==> src/rtl/uart_pkg.sv <==
// Shared types and constants for the UART transmit feeder slice.
// Holds the feeder state encoding and the FIFO depth sanity check.
package uart_pkg;

   localparam int UART_WIDTH = 8;

   typedef enum logic [1:0] {
      IDLE,
      SEND,
      GAP
   } tx_feed_state_t;

   function automatic bit is_pow2_depth(input int n);
      return (n >= 2) && ((n & (n - 1)) == 0);
   endfunction

endpackage

==> src/rtl/uart_sync_fifo.sv <==
// Circular byte FIFO: storage, pointers, occupancy count and status flags.
// The registered count is the only source of full/empty.
module uart_sync_fifo
   import uart_pkg::*;
#(
   parameter int DEPTH = 16,
   parameter int WIDTH = UART_WIDTH
) (
   input  logic                   clk,
   input  logic                   rst,
   input  logic [WIDTH-1:0]       wr_data,
   input  logic                   wr_valid,
   output logic                   wr_ready,
   input  logic                   rd_en,
   output logic [WIDTH-1:0]       rd_data,
   output logic [$clog2(DEPTH):0] count,
   output logic                   empty,
   output logic                   full,
   output logic                   overflow
);

   localparam int AW = $clog2(DEPTH);
   localparam int CW = AW + 1;

   generate
      if (!is_pow2_depth(DEPTH)) begin : g_bad_depth
         $error("uart_sync_fifo: DEPTH must be a power of two and at least 2");
      end
   endgenerate

   logic [WIDTH-1:0] mem [DEPTH];
   logic [AW-1:0]    wr_ptr;
   logic [AW-1:0]    rd_ptr;
   logic             do_push;
   logic             do_pop;

   // Flags come from the registered count, so a pop only frees a slot next cycle.
   assign full     = (count == CW'(DEPTH));
   assign empty    = (count == '0);
   assign wr_ready = !full;
   assign do_push  = wr_valid && !full;
   assign do_pop   = rd_en && !empty;
   assign rd_data  = mem[rd_ptr];

   // NOTE: storage is deliberately not reset; pointers and count define what is valid.
   always_ff @(posedge clk) begin
      if (do_push) mem[wr_ptr] <= wr_data;
   end

   // NOTE: all state updates are non-blocking so every register samples pre-edge values.
   always_ff @(posedge clk) begin
      if (rst) begin
         wr_ptr   <= '0;
         rd_ptr   <= '0;
         count    <= '0;
         overflow <= 1'b0;
      end else begin
         if (do_push) wr_ptr <= wr_ptr + AW'(1);
         if (do_pop)  rd_ptr <= rd_ptr + AW'(1);
         case ({do_push, do_pop})
            2'b10:   count <= count + CW'(1);
            2'b01:   count <= count - CW'(1);
            default: count <= count;
         endcase
         if (wr_valid && full) overflow <= 1'b1;
      end
   end

endmodule

==> src/rtl/uart_tx_feeder.sv <==
// Buffers producer bytes and hands them to uart_top one at a time via dintx/newd,
// pacing on rising edges of donetx with an optional idle gap between bytes.
module uart_tx_feeder
   import uart_pkg::*;
#(
   parameter int DEPTH      = 16,
   parameter int WIDTH      = UART_WIDTH,
   parameter int GAP_CYCLES = 2
) (
   input  logic                   clk,
   input  logic                   rst,
   input  logic [WIDTH-1:0]       s_data,
   input  logic                   s_valid,
   output logic                   s_ready,
   output logic [WIDTH-1:0]       dintx,
   output logic                   newd,
   input  logic                   donetx,
   output logic [$clog2(DEPTH):0] count,
   output logic                   empty,
   output logic                   full,
   output logic                   busy,
   output logic                   overflow
);

   localparam int GW = (GAP_CYCLES > 1) ? $clog2(GAP_CYCLES) : 1;
   localparam logic [GW-1:0] GAP_LOAD = (GAP_CYCLES == 0) ? '0 : GW'(GAP_CYCLES - 1);

   tx_feed_state_t   state;
   logic [GW-1:0]    gap_cnt;
   logic             donetx_q;
   logic             done_rise;
   logic             pop;
   logic [WIDTH-1:0] fifo_data;

   // A donetx already high on entry to SEND produces no rise, so it is ignored.
   assign done_rise = donetx && !donetx_q;
   assign pop       = (state == IDLE) && !empty;

   uart_sync_fifo #(
      .DEPTH (DEPTH),
      .WIDTH (WIDTH)
   ) u_fifo (
      .clk      (clk),
      .rst      (rst),
      .wr_data  (s_data),
      .wr_valid (s_valid),
      .wr_ready (s_ready),
      .rd_en    (pop),
      .rd_data  (fifo_data),
      .count    (count),
      .empty    (empty),
      .full     (full),
      .overflow (overflow)
   );

   always_ff @(posedge clk) begin
      if (rst) begin
         state    <= IDLE;
         dintx    <= '0;
         newd     <= 1'b0;
         busy     <= 1'b0;
         gap_cnt  <= '0;
         donetx_q <= 1'b0;
      end else begin
         donetx_q <= donetx;
         case (state)
            IDLE: begin
               if (!empty) begin
                  dintx <= fifo_data;
                  newd  <= 1'b1;
                  busy  <= 1'b1;
                  state <= SEND;
               end
            end
            SEND: begin
               if (done_rise) begin
                  newd <= 1'b0;
                  if (GAP_CYCLES == 0) begin
                     busy  <= 1'b0;
                     state <= IDLE;
                  end else begin
                     gap_cnt <= GAP_LOAD;
                     state   <= GAP;
                  end
               end
            end
            GAP: begin
               if (gap_cnt == '0) begin
                  busy  <= 1'b0;
                  state <= IDLE;
               end else begin
                  gap_cnt <= gap_cnt - GW'(1);
               end
            end
            default: state <= IDLE;
         endcase
      end
   end

endmodule

==> config.mk <==
export PLATFORM = sky130hd
export DESIGN_NAME = uart_tx_feeder
export DESIGN_NICKNAME = d
export VERILOG_FILES = /design/src/rtl/uart_pkg.sv /design/src/rtl/uart_sync_fifo.sv /design/src/rtl/uart_tx_feeder.sv
export SDC_FILE = /design/constraint.sdc
export NUM_CORES = 1
export LEC_CHECK = 0
export BUFFER_PORTS_ARGS = -buffer_cell sky130_fd_sc_hd__buf_4
export CORE_MARGIN = 1
export CORE_UTILIZATION = 50
export CTS_CLUSTER_SIZE = 24
export DETAILED_ROUTE_END_ITERATION = 6
export PLACE_DENSITY = 0.67
export SKIP_CTS_REPAIR_TIMING = 1
export SYNTH_ARGS = -nofsm -noshare
export SYNTH_HDL_FRONTEND = slang
export SYNTH_HIERARCHICAL = 1
export SYNTH_SLANG_ARGS = --single-unit
export TNS_END_PERCENT = 1
==> constraint.sdc <==
create_clock -name clk -period 3.8 [get_ports clk]
set_input_delay 0.38 -clock clk [delete_from_list [all_inputs] [get_ports clk]]
set_output_delay 0.38 -clock clk [all_outputs]
set_load 0.03 [all_outputs]
**After elaboration in Yosys (flattened, before gate mapping)**

Memory sizes are Yosys's and may differ from the RTL's. A register that Yosys moved wholly into a read port is not among the register bits.
Index checks and enable logic that the tools add are counted.

- Register bits: 20
- Bits in latches: 0
- RAM bits: 128
- Bits in read-only memories: 0
- Bits of input ports: 12
- Output and inout port bits: 19
- Logic and storage cells: 58
- Memories: 1

- Add/subtract/negate cells: 5
- $mul: 0
- Div/mod/pow operators: 0
- Magnitude comparators: 0
- Equal/unequal tests: 8
- Shift-type cells: 0
- Muxes and demuxes: 15
- Bitwise operators: 1
- Reduce and logical (&&, ||, !) cells: 19

Memory list:

| name | words | width | rd ports | clocked after Yosys merged registers in | write ports | line | source |
|---|---|---|---|---|---|---|---|
| u_fifo.mem | 16 | 8 | 1 | 1 | 1 | uart_sync_fifo.sv:31 | `logic [WIDTH-1:0] mem [DEPTH];` |

Operators with widths:

| kind | count |
|---|---|
| case mux 5 bit (2 select lines) | 1 |
| AND reduction 3 bit | 3 |
| adder 4 x 1 -> 4 bit (second input constant) | 2 |
| nonzero test 2 bit | 4 |
| two-way mux 1 bit | 7 |
| two-way mux 2 bit | 3 |
| != test 2 bit (second input constant) | 3 |
| case mux 1 bit (2 select lines) | 3 |
| case mux 2 bit (3 select lines) | 1 |
| adder 5 x 1 -> 5 bit (second input constant) | 1 |
| equality test 5 bit (second input constant) | 1 |
| logical AND 1 bit | 5 |
| zero test 5 bit | 1 |
| subtractor 5 x 1 -> 5 bit (second input constant) | 1 |
| equality test 2 x 1 -> 1 bit (second input constant) | 2 |
| equality test 2 bit (second input constant) | 2 |
| AND reduction 2 bit | 2 |
| zero test 1 bit | 3 |
| zero test 2 bit | 1 |
| NOT 1 bit | 1 |
| subtractor 1 bit (second input constant) | 1 |

**Depth between registers and ports, before layout**

Gate-level depths: netlist of run 1.

- Word-level depth: 6
- Gate-level depth with buffers: 15
- Mapped depth without buffers: 11

**Modules after synthesis**

Netlist of run 1, hierarchy kept.

By module, submodules not included:

| module | times used | cells an instance | area an instance (µm²) |
|---|---|---|---|
| uart_sync_fifo | 1 | 310 | 5,962.0 |
| uart_tx_feeder | 1 | 64 | 646.9 |

**Worst setup path before layout of run 1**

No wires, ideal clock.

- Kind: register to register
- From: reg u_fifo.count[1]
- To: reg u_fifo.count[2]
- Setup time: 0.070 ns
- Arrival: 3.795 ns
- Data required time: 3.730 ns
- Slack: -0.065 ns
- Stages on the path, launching flop included: 16
- Path buffers: 4
- Period minus slack after synthesis: 3.865 ns
- Cells stage by stage: dfxtp_1 > buf_2 > or4_4 > nor2_1 > buf_2 > buf_2 > nor3_1 > o21ai_2 > inv_1 > ha_1 > clkbuf_1 > xor2_1 > ha_1 > o21a_1 > or4_1 > a21oi_1

- Word-level cells in the longest chain between the ends: 6
- Elaborated cells between the ends (all ways): 13
- Classes of those cells: add/sub (2); eq/ne (3); mux (1); reduce/logical (7)

RTL lines:

| what | line | source |
|---|---|---|
| start, declared | uart_sync_fifo.sv:16 | `output logic [$clog2(DEPTH):0] count,` |
| start signal, assigned | uart_sync_fifo.sv:61 | `2'b10: count <= count + CW'(1);` |
| start signal, assigned | uart_sync_fifo.sv:62 | `2'b01: count <= count - CW'(1);` |
| start signal, assigned | uart_sync_fifo.sv:63 | `default: count <= count;` |
| zero test 5 bit (*) | uart_sync_fifo.sv:39 | `assign empty = (count == '0);` |
| named net empty | uart_tx_feeder.sv:19 | `output logic empty,` |
| zero test 1 bit (*) | uart_tx_feeder.sv:37 | `assign pop = (state == IDLE) && !empty;` |
| logical AND 1 bit (*) | uart_tx_feeder.sv:37 |  |
| named net pop | uart_tx_feeder.sv:32 | `logic pop;` |
| logical AND 1 bit (*) | uart_sync_fifo.sv:42 | `assign do_pop = rd_en && !empty;` |
| named net u_fifo.do_pop | uart_sync_fifo.sv:35 | `logic do_pop;` |
| equality test 2 x 1 -> 1 bit / equality test 2 bit (equally long branches) | uart_sync_fifo.sv:60 | `case ({do_push, do_pop})` |
| case mux 5 bit (2 select lines) / nonzero test 2 bit (equally long branches) | - |  |

The timed path passes the listed nets; every way through them passes the cells marked *.
A chain may end at the register's enable or synchronous reset.

**Final worst setup path of run 1**

- From: reg u_fifo.count[2]
- To: reg u_fifo.count[2]

- Word-level cells in the longest chain between the ends: 6
- Elaborated cells between the ends (all ways): 13
- Classes of those cells: add/sub (2); eq/ne (3); mux (1); reduce/logical (7)

RTL lines:

| what | line |
|---|---|
| zero test 5 bit (*) | uart_sync_fifo.sv:39 |
| zero test 1 bit (*) | uart_tx_feeder.sv:37 |
| logical AND 1 bit (*) | uart_tx_feeder.sv:37 |
| named net pop | uart_tx_feeder.sv:32 |
| logical AND 1 bit (*) | uart_sync_fifo.sv:42 |
| named net u_fifo.do_pop | uart_sync_fifo.sv:35 |
| equality test 2 x 1 -> 1 bit / equality test 2 bit (equally long branches) | uart_sync_fifo.sv:60 |
| case mux 5 bit (2 select lines) / nonzero test 2 bit (equally long branches) | - |

Marks and branches as above.

==> metrics.md, run 1 <==
| Metric | Value |
|---|---|
| Gr ovfl total | 0 |
| Synth top area share | 58.2% |
| Simple-gate share of the synthesized area | 6.59% |
| I/O Buffers | 30 |
| Sequential fraction of the synthesis area | 67.9% |
| Full die area | 0.0137 sq mm |
| Total power | 5.47 mW |
| Fillers | 955 |
| DR DRC count | 0 |
| Clock Path Buffers | 2 |
| Post-synthesis mux area share | 14.9% |
| Setup_tns | 0 ps |
| Share of cells above drive strength 1 | 23.9% |
| Met3 Resource Use GR | 4.63% |
| Slowest cell on crit path | dfxtp_1 |
| Total CTS buffers | 17 |
| Final Hold Viols | 0 |
| Adder-Cell Fraction of Synth Area | 1.51% |
| Syn_nets | 394 |
| Initial DRC count | 309 |
| H-tree levels | 4 |
| Ys flop type | edfxtp_1 |
| Max Cap Viol | 0 |
| Final Skew | 19.5 ps |
| Crit-path max cell delay | 510 ps |
| Pins over their slew limit | 0 |
| Ports | 31 |
| Antenna violations before repair | 0 |
| Critical path cell sequence | or4_4 > nor2_2 > nor3_1 > o21ai_2 > inv_1 > ha_1 > xor2_1 > ha_1 > nor3_1 > or4_1 > a21oi_1 |
| Vias per cell | 5.71 |
| Vias in the first global route | 3,250 |
| Seq cells post-synth | 160 |
| Vias | 3,350 |
| Multi-input gate area | 0.00193 sq mm |
| GRT Max-Usage Layer | met2 |
| Worst Max-Slew Pin Slew | 913 ps |
| Compound-Gate Fraction of Synth Area | 5.02% |
| CP required | 4150 ps |
| Die Wd | 117 um |
| DRT Pass-1 Iters | 5 |
| Placed Cells | 557 |
| Clk slew on worst S/H paths | 60 ps |
| Asr flop ratio synth | 0% |
| Setup Viol. Count Final | 0 |
| Final WL | 12,100 um |
| GRT Util Overall | 19.7% |
| Worst-Skew Late Latency | 420 ps |
| Post-Layout Cell Count | 587 |
| Post-synth EDFFs | 128 |
| Leak Pwr | 2.55 nW |
| Nets | 424 |
| CP startpoint kind | flop |
| Met1 usage | 28.5% |
| Hold/Removal Path Class | in -> reg |
| CTS tree | done |
| Yosys warning count | 6 |
| Status | complete, no violations |
| Yosys top cell by area | edfxtp_1 |
| Core area | 0.0128 sq mm |
| ANT cells | 0 |
| Xor-xnor portion of the synthesized cell area | 1.06% |
| Fin crit period | 3190 ps |
| DP Wirelength | 7690 um |
| FP Rows | 41 |
| Max FO, Critical Path | 12 |
| Cells after Synth | 374 |
| Starting Density | 51.7% |
| Pin count of the biggest net entering global routing | 37 |
| WP data arrival | 3550 ps |
| Clk Tree Root Cell | clkbuf_16 |
| Peak supply drop | 0.000426 V |
| Maximum achievable frequency | 0.313 GHz |
| Dpl cell area | 0.00695 sq mm |
| RSZ-0062 raised after global routing | no |
| Synth cell types | 50 |
| First-pass GRT wire length | 18,500 um |
| Design area | 0.00759 sq mm |
| Drt wl/cell | 20.5 um |
| Final period util | 84.0% |
| CTS sink cnt | 160 |
| Top cells by area, synth | edfxtp_1, dfxtp_1, mux4_2 |
| Met2 global-route usage | 28.9% |
| Sequential cell area | 0.00449 sq mm |
| Most frequent cell after synthesis | edfxtp_1 |
| Synth top cells by count | edfxtp_1, dfxtp_1, nor2_1 |
| Delay-heaviest family, CP | simple AND/OR/NAND/NOR gates |
| Power per Cell Area | 720 mW/mm^2 |
| Setup CP Type | reg -> reg |
| Synth-to-Final Area Change | 14.9% |
| GP Congestion | 0.810 |
| Overall die height | 117 um |
| Post-Syn Area per Cell | 17.7 sq um |
| CP bufs+invs | 1 |
| Post-Syn Area | 0.00661 sq mm |
| Post-route ant nets | 0 |
| Worst Setup End Kind | flop |
| Rel. slew slack | 38.9% |
| Main combinational cell family by area after synthesis | multiplexers |
==> path summary, 6_finish.rpt <==
kind | from | to | slack (ps) | cells after the start
setup / recovery | u_fifo/count[2] | u_fifo/count[2] | 610 | 11
hold / removal | donetx | donetx_q | 210 | 2
setup reg to reg | u_fifo/count[2] | u_fifo/count[2] | 610 | 11
hold reg to reg | dintx[0] | dintx[0] | 470 | 2
==> metrics by stage <==
stage,util (%),hold WS [ps],setup slack [ps]
after global placement,54.4,450,811
final,59.4,208,606
after CTS,59.4,181,649
after global routing,59.4,191,366
after detailed placement,54.4,467,693
after floorplan,-,449,118
==> logic make-up (layout without fill, tap and decap cells) <==
kind of cell / count (synthesis) / count (layout)
flops: 160 / 160
simple gates: 76 / 76
compound gates: 45 / 45
mux: 43 / 43
buf+inv: 34 / 75
fa+ha+maj: 8 / 8
xor+xnor: 8 / 8
==> layout make-up <==
cell class / instances / share of cell area, %
Clock inverter: 11 / 2.80
Inverter: 9 / 0.445
Clock buffer: 19 / 5.70
Tap cell: 172 / 2.84
Multi-Input combinational cell: 180 / 25.4
Sequential cell: 160 / 59.1
Timing Repair Buffer: 36 / 3.73
==> layer usage <==
metal,wire (um),part of all wire [%],vias to the layer above
met5,0,0,-
met4,102,0.85,0
met3,577,4.8,5
met2,5750,48,83
met1,5630,47,1692
li1,-,-,1570
==> report_power, final <==
part           internal, mW  total [mW]  switching (mW)
clock                  1.22        1.86           0.634
combinational         0.656        1.41           0.756
sequential             2.03        2.20           0.166
total                  3.91        5.47            1.56
==> worst register-to-register path, cell delays in order (launching register included) <==
cell     delay (ps)
dfxtp_1         510
or4_4           240
nor2_2           50
nor3_1          470
o21ai_2         200
inv_1           100
ha_1            420
xor2_1          190
ha_1            210
nor3_1           80
or4_1           490
a21oi_1         160
==> registers in the layout, indices dropped and copies added (netlist names), named ones only <==
| name | cells |
|---|---|
| busy | 1 |
| dintx | 8 |
| donetx_q | 1 |
| gap_cnt | 1 |
| newd | 1 |
| state | 2 |
| u_fifo/count | 5 |
| u_fifo/mem | 128 |
| u_fifo/overflow | 1 |
| u_fifo/rd_ptr | 4 |
| u_fifo/wr_ptr | 4 |
==> layout by cell type, fill, tap and decap left out, types with 2 or more instances in the layout <==
master,instances
edfxtp_1,128
buf_4,35
dfxtp_1,31
nor2_1,26
mux4_2,26
clkbuf_16,17
mux4_1,14
a21oi_1,13
o31ai_1,9
inv_1,9
nand2_1,8
or4b_1,8
ha_1,8
nor3_1,7
xor2_1,7
bufinv_16,6
nand2b_1,5
nand3b_1,4
o21a_1,4
nor2b_1,3
mux2i_1,3
o211ai_1,3
a31oi_1,2
o21ba_2,2
and3b_1,2
clkbuf_1,2
clkinvlp_4,2
or4_1,2
a22oi_1,2
(Power assumes the default switching activity.)
==> run 2: changes to the inputs <==
--- a/config.mk
+++ b/config.mk
@@ -10,7 +10,7 @@
 export CORE_UTILIZATION = 50
 export CTS_CLUSTER_SIZE = 24
 export DETAILED_ROUTE_END_ITERATION = 6
-export PLACE_DENSITY = 0.67
+export PLACE_DENSITY = 0.7
 export SKIP_CTS_REPAIR_TIMING = 1
 export SYNTH_ARGS = -nofsm -noshare
 export SYNTH_HDL_FRONTEND = slang
==> constraint.sdc (replaced) <==
create_clock -name clk -period 2.8 [get_ports clk]
set_input_delay 0.28 -clock clk [delete_from_list [all_inputs] [get_ports clk]]
set_output_delay 0.28 -clock clk [all_outputs]
set_load 0.03 [all_outputs]
==> run 2 against run 1 <==
Against the previous run: worst setup slack got worse by 450 ps; largest power group unchanged; combinational power is 47% higher; first-iteration DRC count decreased by 2.9%; largest cell class unchanged; design area grew 0.97%; sequential share of layout area down 0.47 points; clock skew shrank 13 ps; power is 35% higher; register-to-register slack worse by 450 ps.
==> metrics.md, run 2 (same netlist as run 1, synthesis figures left out) <==
| Metric | Value |
|---|---|
| Worst-Skew Late Latency | 420 ps |
| Drt wl/cell | 20.4 um |
| Vias in the first global route | 3,339 |
| Leak Pwr | 2.59 nW |
| Clock Path Buffers | 2 |
| Max Cap Viol | 0 |
| Vias per cell | 5.77 |
| DP Wirelength | 7880 um |
| Critical path launch point | u_fifo/count[0] |
| R2r setup slk | 160 ps |
| CP required | 3140 ps |
| WP data arrival | 2980 ps |
| GRT Util Overall | 19.7% |
| Synth-to-Final Area Change | 16.0% |
| R2R cell count | 11 |
| Setup_tns | 0 ps |
| Peak supply drop | 0.000474 V |
| DRT Pass-1 Iters | 5 |
| DR DRC count | 0 |
| Antenna violations before repair | 0 |
| Core area | 0.0128 sq mm |
| Reg-to-reg critical path endpoint | u_fifo/count[2] |
| Maximum achievable frequency | 0.379 GHz |
| Rel. slew slack | 40.7% |
| Final WL | 12,200 um |
| First-pass GRT wire length | 18,700 um |
| Fin crit period | 2640 ps |
| Worst hold path stage count | 2 |
| CP most frequent cell | ha_2 |
| Starting Density | 51.7% |
| Die Wd | 117 um |
| Share of cells above drive strength 1 | 27.2% |
| CP bufs+invs | 1 |
| Clk slew on worst S/H paths | 60 ps |
| HP Start | donetx |
| Fillers | 927 |
| Hold path endpoint | donetx_q |
| Final period util | 94.3% |
| ANT cells | 0 |
| CP startpoint kind | flop |
| Max FO, Critical Path | 7 |
| Delay-heaviest family, CP | simple AND/OR/NAND/NOR gates |
| Worst R2R Start | u_fifo/count[0] |
| Full die area | 0.0137 sq mm |
| CTS tree | done |
| Post-route ant nets | 0 |
| GP Congestion | 0.857 |
| Design area | 0.00766 sq mm |
| Gr ovfl total | 0 |
| Worst Max-Slew Pin Slew | 886 ps |
| Power per Cell Area | 961 mW/mm^2 |
| Vias | 3,454 |
| Crit-path max cell delay | 590 ps |
| Hold/Removal Path Class | in -> reg |
| Pin count of the biggest net entering global routing | 37 |
| Top flop regs | u_fifo/mem: 128 flops, dintx: 8 flops, u_fifo/count: 5 flops |
| Pins over their slew limit | 0 |
| Clk Tree Root Cell | clkbuf_16 |
| Nets | 434 |
| I/O Buffers | 30 |
| Final core occ | 60.0% |
| Max FFs per register | 128 |
| Final worst slack | 159 ps |
| Dpl cell area | 0.00704 sq mm |
| Slowest cell on crit path | or4_4 |
| Total CTS buffers | 17 |
| RSZ-0062 raised after global routing | no |
| Commonest non-fill, non-tap cell in the layout | edfxtp_1 |
| Commonest cells after routing, fill and taps aside | edfxtp_1, buf_4, dfxtp_1 |
| Biggest register | u_fifo/mem |
| FP Rows | 41 |
| Place WS | 148 ps |
| Critical path cell sequence | or4_4 > nor2_4 > nor3_4 > o21ai_4 > inv_1 > ha_2 > xor2_1 > ha_2 > o21a_1 > or4_1 > a21oi_1 |
| CTS sink cnt | 160 |
| Final Hold Viols | 0 |
| H-tree levels | 4 |
| Status | complete, no violations |
| Worst Setup End Kind | flop |
| Placed Cells | 567 |
| Final Skew | 6.52 ps |
| Initial DRC count | 300 |
| Setup Viol. Count Final | 0 |
| Setup CP Type | reg -> reg |
| Post-Layout Cell Count | 599 |
| Overall die height | 117 um |
| Ports | 31 |
run 2: changes by cell type in the layout (fill, tap and decap cells not counted), sizes merged:
cell      previous run  this run
buf                 36        46
bufinv               6         4
clkbuf              19        17
clkinv               2         7
clkinvlp             2         1
inv                 10        12
run 2: power by group:
part / internal, mW / leakage (nW) / switching (mW)
Combinational: 0.941 / 0.869 / 1.13
Clock: 1.48 / 0.298 / 0.898
Sequential: 2.77 / 1.42 / 0.147
run 2: final cells by class:
| cell class | instances | area (sq um) | share of cell area, % |
|---|---|---|---|
| Timing Repair Buffer | 46 | 358 | 4.67 |
| Clock inverter | 15 | 188 | 2.45 |
| Sequential cell | 160 | 4490 | 58.6 |
| Inverter | 9 | 33.8 | 0.441 |
| Clock buffer | 17 | 425 | 5.55 |
| Tap cell | 172 | 215 | 2.81 |
| Multi-Input combinational cell | 180 | 1950 | 25.5 |
run 2: worst register-to-register path, delay by kind of cell (launching register included):
| family | cells | cell delay [ps] |
|---|---|---|
| AOI/OAI and AO/OA | 3 | 400 |
| xor gates and xnor gates | 1 | 150 |
| adders and majority gates | 2 | 370 |
| buffers and inverters | 1 | 70 |
| DFF | 1 | 360 |
| and+or+nand+nor | 4 | 1230 |
run 2: how the worst max path moves through the flow:
| stage | to | slack [ps] | depth (start not counted) |
|---|---|---|---|
| after floorplan | u_fifo/count[2] | -380 | 15 |
| after global placement | u_fifo/count[2] | 200 | 11 |
| after detailed placement | u_fifo/count[2] | 150 | 11 |
| after CTS | u_fifo/count[2] | 130 | 11 |
| after global routing | u_fifo/count[2] | 30 | 11 |
| final | u_fifo/count[2] | 160 | 11 |
run 2: through the flow:
step                hold WS (ps)  power (mW)
global route                 142        7.68
CTS                         91.0        7.41
global placement             449        4.98
detailed placement           463        5.03
floorplan                    349        4.58
finish                      98.4        7.37
run 2: routing by layer:
metal / global-route usage (%) / wire [um] / vias to the layer above
met3: 4.17 / 770 / 19
met5: 0 / 0 / -
met4: 7.68 / 196 / 0
li1: - / - / 1580
met2: 30.3 / 5980 / 106
met1: 27.8 / 5260 / 1749
